$ cat src/rtl/jk_pkg.sv
// -----------------------------------------------------------------------------
// jk_pkg
//
// Shared definitions for JK flip-flop drivers and models:
//   - JK_HOLD / JK_RST / JK_SET / JK_TOG : two-bit {j,k} command encodings
//   - jk_state_e                          : burst sequencer states
//   - jk_next()                           : JK characteristic (next q from q,j,k)
// -----------------------------------------------------------------------------
package jk_pkg;

    // {j,k} command encodings
    localparam logic [1:0] JK_HOLD = 2'b00;
    localparam logic [1:0] JK_RST  = 2'b01;
    localparam logic [1:0] JK_SET  = 2'b10;
    localparam logic [1:0] JK_TOG  = 2'b11;

    typedef enum logic [0:0] {
        IDLE  = 1'b0,
        SHIFT = 1'b1
    } jk_state_e;

    // JK characteristic equation: q+ = j&~q | ~k&q
    function automatic logic jk_next(input logic q, input logic j, input logic k);
        logic q_n;
        unique case ({j, k})
            JK_HOLD: q_n = q;
            JK_RST:  q_n = 1'b0;
            JK_SET:  q_n = 1'b1;
            JK_TOG:  q_n = ~q;
            default: q_n = q;
        endcase
        return q_n;
    endfunction

endpackage

$ cat src/rtl/jk_excite.sv
// -----------------------------------------------------------------------------
// jk_excite
//
// Purely combinational JK excitation encoder: picks the {j,k} command that
// moves a JK flop from its predicted state to the requested target state.
//
// Ports:
//   q_pred_i  - state the flop will hold when this command takes effect
//   target_i  - desired state after the command
//   toggle_i  - 1: use toggle (11) for changes, 0: use explicit set/reset
//   jk_o      - {j,k} command
// -----------------------------------------------------------------------------
module jk_excite
    import jk_pkg::*;
(
    input  logic       q_pred_i,
    input  logic       target_i,
    input  logic       toggle_i,
    output logic [1:0] jk_o
);

    always_comb begin
        jk_o = JK_HOLD;
        if (target_i != q_pred_i) begin
            if (toggle_i) begin
                jk_o = JK_TOG;
            end else if (target_i) begin
                jk_o = JK_SET;
            end else begin
                jk_o = JK_RST;
            end
        end
    end

endmodule

$ cat src/rtl/jk_seq_driver.sv
// -----------------------------------------------------------------------------
// jk_seq_driver
//
// Accepts WIDTH-bit target patterns over a valid/ready handshake and plays
// them out LSB first as one registered {j,k} command per cycle for an external
// JK flop. An internal JK model tracks the flop state so each command is the
// excitation from the predicted state to the next target bit; the flop's q is
// fed back and any divergence from the model sets a sticky flag.
//
// Ports:
//   clk          - clock, all state on rising edge
//   rst_n        - asynchronous active-low reset
//   in_valid_i   - pattern word offered
//   in_ready_o   - high only while idle (combinational)
//   in_data_i    - target pattern, bit 0 driven first
//   in_toggle_i  - encoding policy for the word (1: toggle, 0: set/reset)
//   abort_i      - synchronous burst cancel
//   q_fb_i       - q from the external flop
//   j_o, k_o     - registered JK commands
//   q_model_o    - modelled flop state
//   busy_o       - high while shifting a word out
//   done_o       - one-cycle pulse after the last command of a burst
//   mismatch_o   - sticky q_fb_i / q_model_o divergence flag
// -----------------------------------------------------------------------------
module jk_seq_driver
    import jk_pkg::*;
#(
    parameter int unsigned WIDTH = 8
) (
    input  logic             clk,
    input  logic             rst_n,
    input  logic             in_valid_i,
    output logic             in_ready_o,
    input  logic [WIDTH-1:0] in_data_i,
    input  logic             in_toggle_i,
    input  logic             abort_i,
    input  logic             q_fb_i,
    output logic             j_o,
    output logic             k_o,
    output logic             q_model_o,
    output logic             busy_o,
    output logic             done_o,
    output logic             mismatch_o
);

    localparam int unsigned    CntW    = $clog2(WIDTH);
    localparam logic [CntW-1:0] CntLast = CntW'(WIDTH - 1);

    jk_state_e         state_q, state_d;
    logic [WIDTH-1:0]  shreg_q, shreg_d;
    logic [CntW-1:0]   cnt_q, cnt_d;
    logic              toggle_q, toggle_d;
    logic [1:0]        jk_q, jk_d;
    logic              done_q, done_d;
    logic              q_model_q;
    logic              mismatch_q;

    logic              accept;
    logic              last_bit;
    logic              q_pred;
    logic [1:0]        jk_exc;

    // The command on j/k now is applied by the flop at the next edge, so the
    // command registered at that edge must be encoded against the post-edge
    // state, not the current one.
    assign q_pred   = jk_next(q_model_q, jk_q[1], jk_q[0]);
    assign accept   = in_valid_i & in_ready_o;
    assign last_bit = (cnt_q == CntLast);

    jk_excite u_jk_excite (
        .q_pred_i (q_pred),
        .target_i (shreg_q[0]),
        .toggle_i (toggle_q),
        .jk_o     (jk_exc)
    );

    // ---------------------------------------------------------------------
    // State register
    // ---------------------------------------------------------------------
    always_ff @(posedge clk or negedge rst_n) begin
        if (!rst_n) begin
            state_q <= IDLE;
        end else begin
            state_q <= state_d;
        end
    end

    // ---------------------------------------------------------------------
    // Next-state logic
    // ---------------------------------------------------------------------
    always_comb begin
        state_d = state_q;
        unique case (state_q)
            IDLE: begin
                if (in_valid_i) begin
                    state_d = SHIFT;
                end
            end
            SHIFT: begin
                // abort and the final bit share the same exit
                if (abort_i || last_bit) begin
                    state_d = IDLE;
                end
            end
            default: state_d = IDLE;
        endcase
    end

    // ---------------------------------------------------------------------
    // Outputs and datapath next values
    // ---------------------------------------------------------------------
    always_comb begin
        in_ready_o = (state_q == IDLE);
        busy_o     = (state_q == SHIFT);

        shreg_d  = shreg_q;
        cnt_d    = cnt_q;
        toggle_d = toggle_q;
        jk_d     = JK_HOLD;
        done_d   = 1'b0;

        unique case (state_q)
            IDLE: begin
                if (accept) begin
                    shreg_d  = in_data_i;
                    toggle_d = in_toggle_i;
                    cnt_d    = '0;
                end
            end
            SHIFT: begin
                if (!abort_i) begin
                    jk_d    = jk_exc;
                    shreg_d = shreg_q >> 1;
                    cnt_d   = cnt_q + CntW'(1);
                    done_d  = last_bit;
                end
            end
            default: begin
                jk_d = JK_HOLD;
            end
        endcase
    end

    // ---------------------------------------------------------------------
    // Datapath, command, model and feedback registers
    // ---------------------------------------------------------------------
    always_ff @(posedge clk or negedge rst_n) begin
        if (!rst_n) begin
            shreg_q    <= '0;
            cnt_q      <= '0;
            toggle_q   <= 1'b0;
            jk_q       <= JK_HOLD;
            done_q     <= 1'b0;
            q_model_q  <= 1'b0;
            mismatch_q <= 1'b0;
        end else begin
            shreg_q    <= shreg_d;
            cnt_q      <= cnt_d;
            toggle_q   <= toggle_d;
            jk_q       <= jk_d;
            done_q     <= done_d;
            // model keeps applying whatever is on j/k, including after abort
            q_model_q  <= q_pred;
            mismatch_q <= mismatch_q | (q_fb_i != q_model_q);
        end
    end

    assign j_o        = jk_q[1];
    assign k_o        = jk_q[0];
    assign q_model_o  = q_model_q;
    assign done_o     = done_q;
    assign mismatch_o = mismatch_q;

endmodule
$ cat config.mk
export PLATFORM = sky130hd
export DESIGN_NAME = jk_seq_driver
export DESIGN_NICKNAME = d
export VERILOG_FILES = /design/src/rtl/jk_pkg.sv /design/src/rtl/jk_excite.sv /design/src/rtl/jk_seq_driver.sv
export SDC_FILE = /design/constraint.sdc
export NUM_CORES = 1
export LEC_CHECK = 0
export CORE_UTILIZATION = 54
export CTS_BUF_LIST = sky130_fd_sc_hd__clkbuf_2 sky130_fd_sc_hd__clkbuf_4 sky130_fd_sc_hd__clkbuf_8
export CTS_CLUSTER_SIZE = 12
export DETAILED_ROUTE_END_ITERATION = 8
export PLACE_DENSITY_LB_ADDON = 0.08
export SLEW_MARGIN = 10
export SYNTH_ARGS = -nofsm -noshare
export SYNTH_HDL_FRONTEND = slang
export SYNTH_SLANG_ARGS = --single-unit
$ cat constraint.sdc
create_clock -name clk -period 2.1 [get_ports clk]
set_input_delay 0.42 -clock clk [delete_from_list [all_inputs] [get_ports clk]]
set_output_delay 0.42 -clock clk [all_outputs]
set_load 0.05 [all_outputs]
# Word level (Yosys, flattened, before mapping)
# Index checks and enable logic that the tools add are counted.
dict set report op_classes {
  addsub 1
  eq_ne 8
  n_mux 17
  bitwise 4
  reduce_logical 4
}
# operator count
set op_table {}
lappend op_table {{$mux W8} 2}
lappend op_table {{$pmux W8 S2} 1}
lappend op_table {{$mux W2} 5}
lappend op_table {{$mux W3} 2}
lappend op_table {{$pmux W3 S2} 1}
lappend op_table {{$eq A2 B2 Y1 const B} 2}
lappend op_table {{$mux W1} 4}
lappend op_table {{$pmux W1 S4} 1}
lappend op_table {{$reduce_and A2 Y1} 2}
lappend op_table {{$add A3 B1 Y3 const B} 1}
lappend op_table {{$eq A3 B3 Y1 const B} 1}
lappend op_table {{$eq A2 B1 Y1 const B} 1}
lappend op_table {{$logic_not A2 Y1} 1}
lappend op_table {{$ne A1 B1 Y1} 2}
lappend op_table {{$ne A2 B1 Y1 const B} 1}
lappend op_table {{$ne A2 B2 Y1 const B} 1}
lappend op_table {{$not A1 Y1} 2}
lappend op_table {{$pmux W1 S2} 1}
lappend op_table {{$and A1 B1 Y1} 1}
lappend op_table {{$logic_or A1 B1 Y1} 1}
lappend op_table {{$or A1 B1 Y1} 1}
dict set report totals {
  reg_bits 18
  input_bits 14
  wordCells 42
}

# Depth between registers and ports, before layout
dict set report logic_depth {
  depth_word 6
  ltp_mapped 4
  depth_no_buf 4
}

# Hierarchy
# A second synthesis with hierarchy kept.
dict set report unflattened {
  cells_unflattened 72
  hier_area_um2 908.4
}
# module instances cells_per_inst area_each_um2 seq_area_each_um2
set modules_own_cells {}
lappend modules_own_cells {jk_seq_driver 1 68 880.8 450.4}
lappend modules_own_cells {jk_excite 1 4 27.5 0.0}

# Least setup slack after synthesis
# Ideal clock, no wire load.
dict set report synth_path {
  path_kind {reg2out}
  startpoint {register state_q (netlist: busy_o)}
  endpoint {output port in_ready_o}
  t_arrival_ns 1.160
  setup_slack_ns 0.520
  path_stages_with_launch 3
  n_path_buf 1
  path_cell_list {dfrtp_1 -> buf_2 -> inv_1}
}
dict set report synth_between {
  elab_chain_len 1
}
# item line_no
set synth_lines {}
lappend synth_lines {{start, declared} jk_seq_driver.sv:49} ;# jk_state_e state_q, state_d;
lappend synth_lines {{start signal, assigned} jk_seq_driver.sv:84} ;# state_q <= state_d;
lappend synth_lines {{$not A1 Y1} --}
lappend synth_lines {{end, declared} jk_seq_driver.sv:33} ;# output logic in_ready_o,
# Every way passes these cells.

# Worst setup path after layout
dict set report layout_path {
  startpoint {register q_model_q (netlist: q_model_o)}
  endpoint {output port q_model_o}
}
# item line_no
set layout_rtl {}
lappend layout_rtl {{start, declared} jk_seq_driver.sv:55} ;# logic q_model_q;
lappend layout_rtl {{start signal, assigned} jk_seq_driver.sv:163} ;# q_model_q <= q_pred;
lappend layout_rtl {{end, declared} jk_seq_driver.sv:40} ;# output logic q_model_o,
# No word-level cell between the ends.

==> results.md <==
- Reg2reg setup slack: 0.84 ns
- Critical path, cell by cell: clkdlybuf4s50_1
- Final clock skew: 0.00835 ns
- Max frequency: 0.509 GHz
- Nets: 124
- CTS Buffer Depth: 2
- Root buf cell: clkbuf_4
- Cells on worst reg2reg path: 3
- Unrepaired setup endpoints after global routing: false
- Post-synth EDFFs: 0
- DR iter-0 viols: 6
- Fin. max-slew vios: 0
- Die area: 1800 um^2
- Critical path's slowest cell: clkdlybuf4s50_1
- # Max-Cap Violations: 0
- Final Cycle Share: 0.935
- Routability congestion estimate: 0.740
- Drt drc: 0
- Clock Sinks: 18
- Rows: 14
- Top Ports: 21
- Vias in the first global route: 670
- Startpoint types: register
- VDD IR max: 0.000728 V
- Area after DPL: 1120 um^2
- Yosys top cell area share: 0.509
- HP Class: in2async
- Layout fillers: 112
- Vias after detailed routing: 690
- DP HPWL: 1200 um
- Worst stage delay on the critical path: 0.83 ns
- Area leader, netlist: dfrtp_1
- Total grt overflow: 0
- CTS tree: yes
- Ys async rst share: 1.00
- I/O Buffers: 20
- Mapped Area: 885 um^2
- Synth Warn #: 0
- Worst-Skew Late Latency: 0.30 ns
- Share of cells above drive strength 1: 0.0943
- Top cells by count, synth: dfrtp_1, mux2i_1, nor2b_1, a21oi_1
- Area grow syn2layout: 28.7%
- Largest cells by area after synthesis: dfrtp_1, mux2i_1, nor2b_1, a211oi_1, a21oi_1
- Post-Route WL: 1690 um
- CTS buffer count: 3
- Syn Area/Cell: 10.5 um^2
- Met3 global-route usage: 0.0431
- Initial antenna violation count: 0
- Cell leakage power: 0.498 nW
- Post-CTS Hold Buffers: 0
- Total negative setup slack: 0 ns
- Max-Slew Margin vs Limit: 0.620
- Initial Util: 0.580
- Met2 Track Usage GR: 0.335
- Post-CTS setup buffer count: 0
- Fin area: 1140 um^2
- Routed Antenna Nets: 0
- Seq cells post-synth: 18
- Worst setup EP type: output port
- Crit path max fanout: 4
- Routed wire per std cell: 13.8 um
- WP buf/inv: 1
- Syn Nets: 100
- Top_reg_cell synth: dfrtp_1
- Gr usage total: 0.215
- Die height: 42.5 um
- Ant. Diodes: 0
- Worst path depth: 1
- Data required time of the worst path: 1.68 ns
- Core Area: 1520 um^2
- Crit path time final: 1.96 ns
- TritonRoute pass-1 iters: 4
- CP Data Arrival Time: 1.54 ns
- Most frequent cell after synthesis: dfrtp_1
- Worst-Margin Slew: 0.569 ns
- Final hold vios: 0
- Pin count of the biggest net entering global routing: 21
- Clock transition at path regs: 0.10 ns
- Mapped Cells: 84
- Met1 GRT Util: 0.275
- First-pass GRT wire length: 2870 um
- Final setup violation count: 0
- DIE WIDTH: 42.5 um
- Synth unique cells: 24
- Seq/Total Area, Yosys: 0.509
- Status: finished clean
- Htree depth: 1
- Post_cts resized: 0
- Critical path class: reg2out
- Busiest grt layer: met2
- Crit path max-delay family: buffers and inverters
- Vias per cell: 5.66
- Power per cell area: 914 nW/um^2
-- final timing paths --
path	startpoint	to
max in group asynchronous	rst_n	shreg_q[4]$_DFFE_PN0P_
min in group clk	mismatch_o$_DFF_PN0_	mismatch_o$_DFF_PN0_
max reg2reg	q_model_o$_DFF_PN0_	jk_q[1]$_DFF_PN0_
min	rst_n	shreg_q[1]$_DFFE_PN0P_
min reg2reg	mismatch_o$_DFF_PN0_	mismatch_o$_DFF_PN0_
max	q_model_o$_DFF_PN0_	q_model_o
-- report_power, final --
part | total (mW) | internal (mW) | switching, mW
Sequential | 0.496 | 0.426 | 0.0705
Clock | 0.172 | 0.0668 | 0.105
Combinational | 0.373 | 0.167 | 0.206
Total | 1.04 | 0.659 | 0.381
-- stage by stage --
step / hold WS (ns) / instances / utilization / total power, mW / setup slack, ns
2_1_floorplan: 0.124 / 84 / - / 0.743 / 0.520
3_3_place_gp: 0.449 / 119 / 0.732 / 0.858 / 0.355
3_5_place_dp: 0.486 / 119 / 0.732 / 0.877 / 0.275
4_1_cts: 0.440 / 122 / 0.747 / 1.05 / 0.126
5_1_grt: 0.465 / 122 / 0.747 / 1.10 / 0.0930
6_report: 0.435 / 122 / 0.747 / 1.04 / 0.137
-- placed cells by master (no fill, tap or decap), drive strengths merged --
cell type       n
nor2b           8
o22ai           2
o21ai           5
a21oi           7
and2            2
o2111ai         1
a211oi          6
nor3            1
xnor2           1
xor2            1
clkdlybuf4s50  18
inv             1
buf             5
ha              2
nand3           1
o41ai           1
mux2i           9
nor2            4
clkbuf          3
nand2           6
nand2b          3
or4b            1
dfrtp          18
-- cell families after synthesis --
group	synth area share
compound gates	0.153
fa+ha+maj	0.0283
simple gates	0.163
flops	0.509
mux	0.102
buf+inv	0.0254
xor+xnor	0.0198
-- routing by layer --
layer  part of all wire  routed length [um]
met5                  0                   0
met4              0.027                  46
met3              0.046                  77
met2               0.47                 789
met1               0.46                 775
-- sequential cells by signal, summed over array words and instances (netlist names) --
register and flops:
cnt_q 3, busy_o 1, shreg_q 8, done_o 1, mismatch_o 1, toggle_q 1
jk_q 2, q_model_o 1
-- layout make-up --
type	instances	area, um^2	area share
Inverter	1	3.75	0.00330
Tap cell	16	20.0	0.0176
Sequential cell	18	450	0.396
Multi-Input combinational cell	61	412	0.362
Clock buffer	3	22.5	0.0198
Timing Repair Buffer	23	230	0.202
Note: power is estimated with default switching activity, not from simulation.
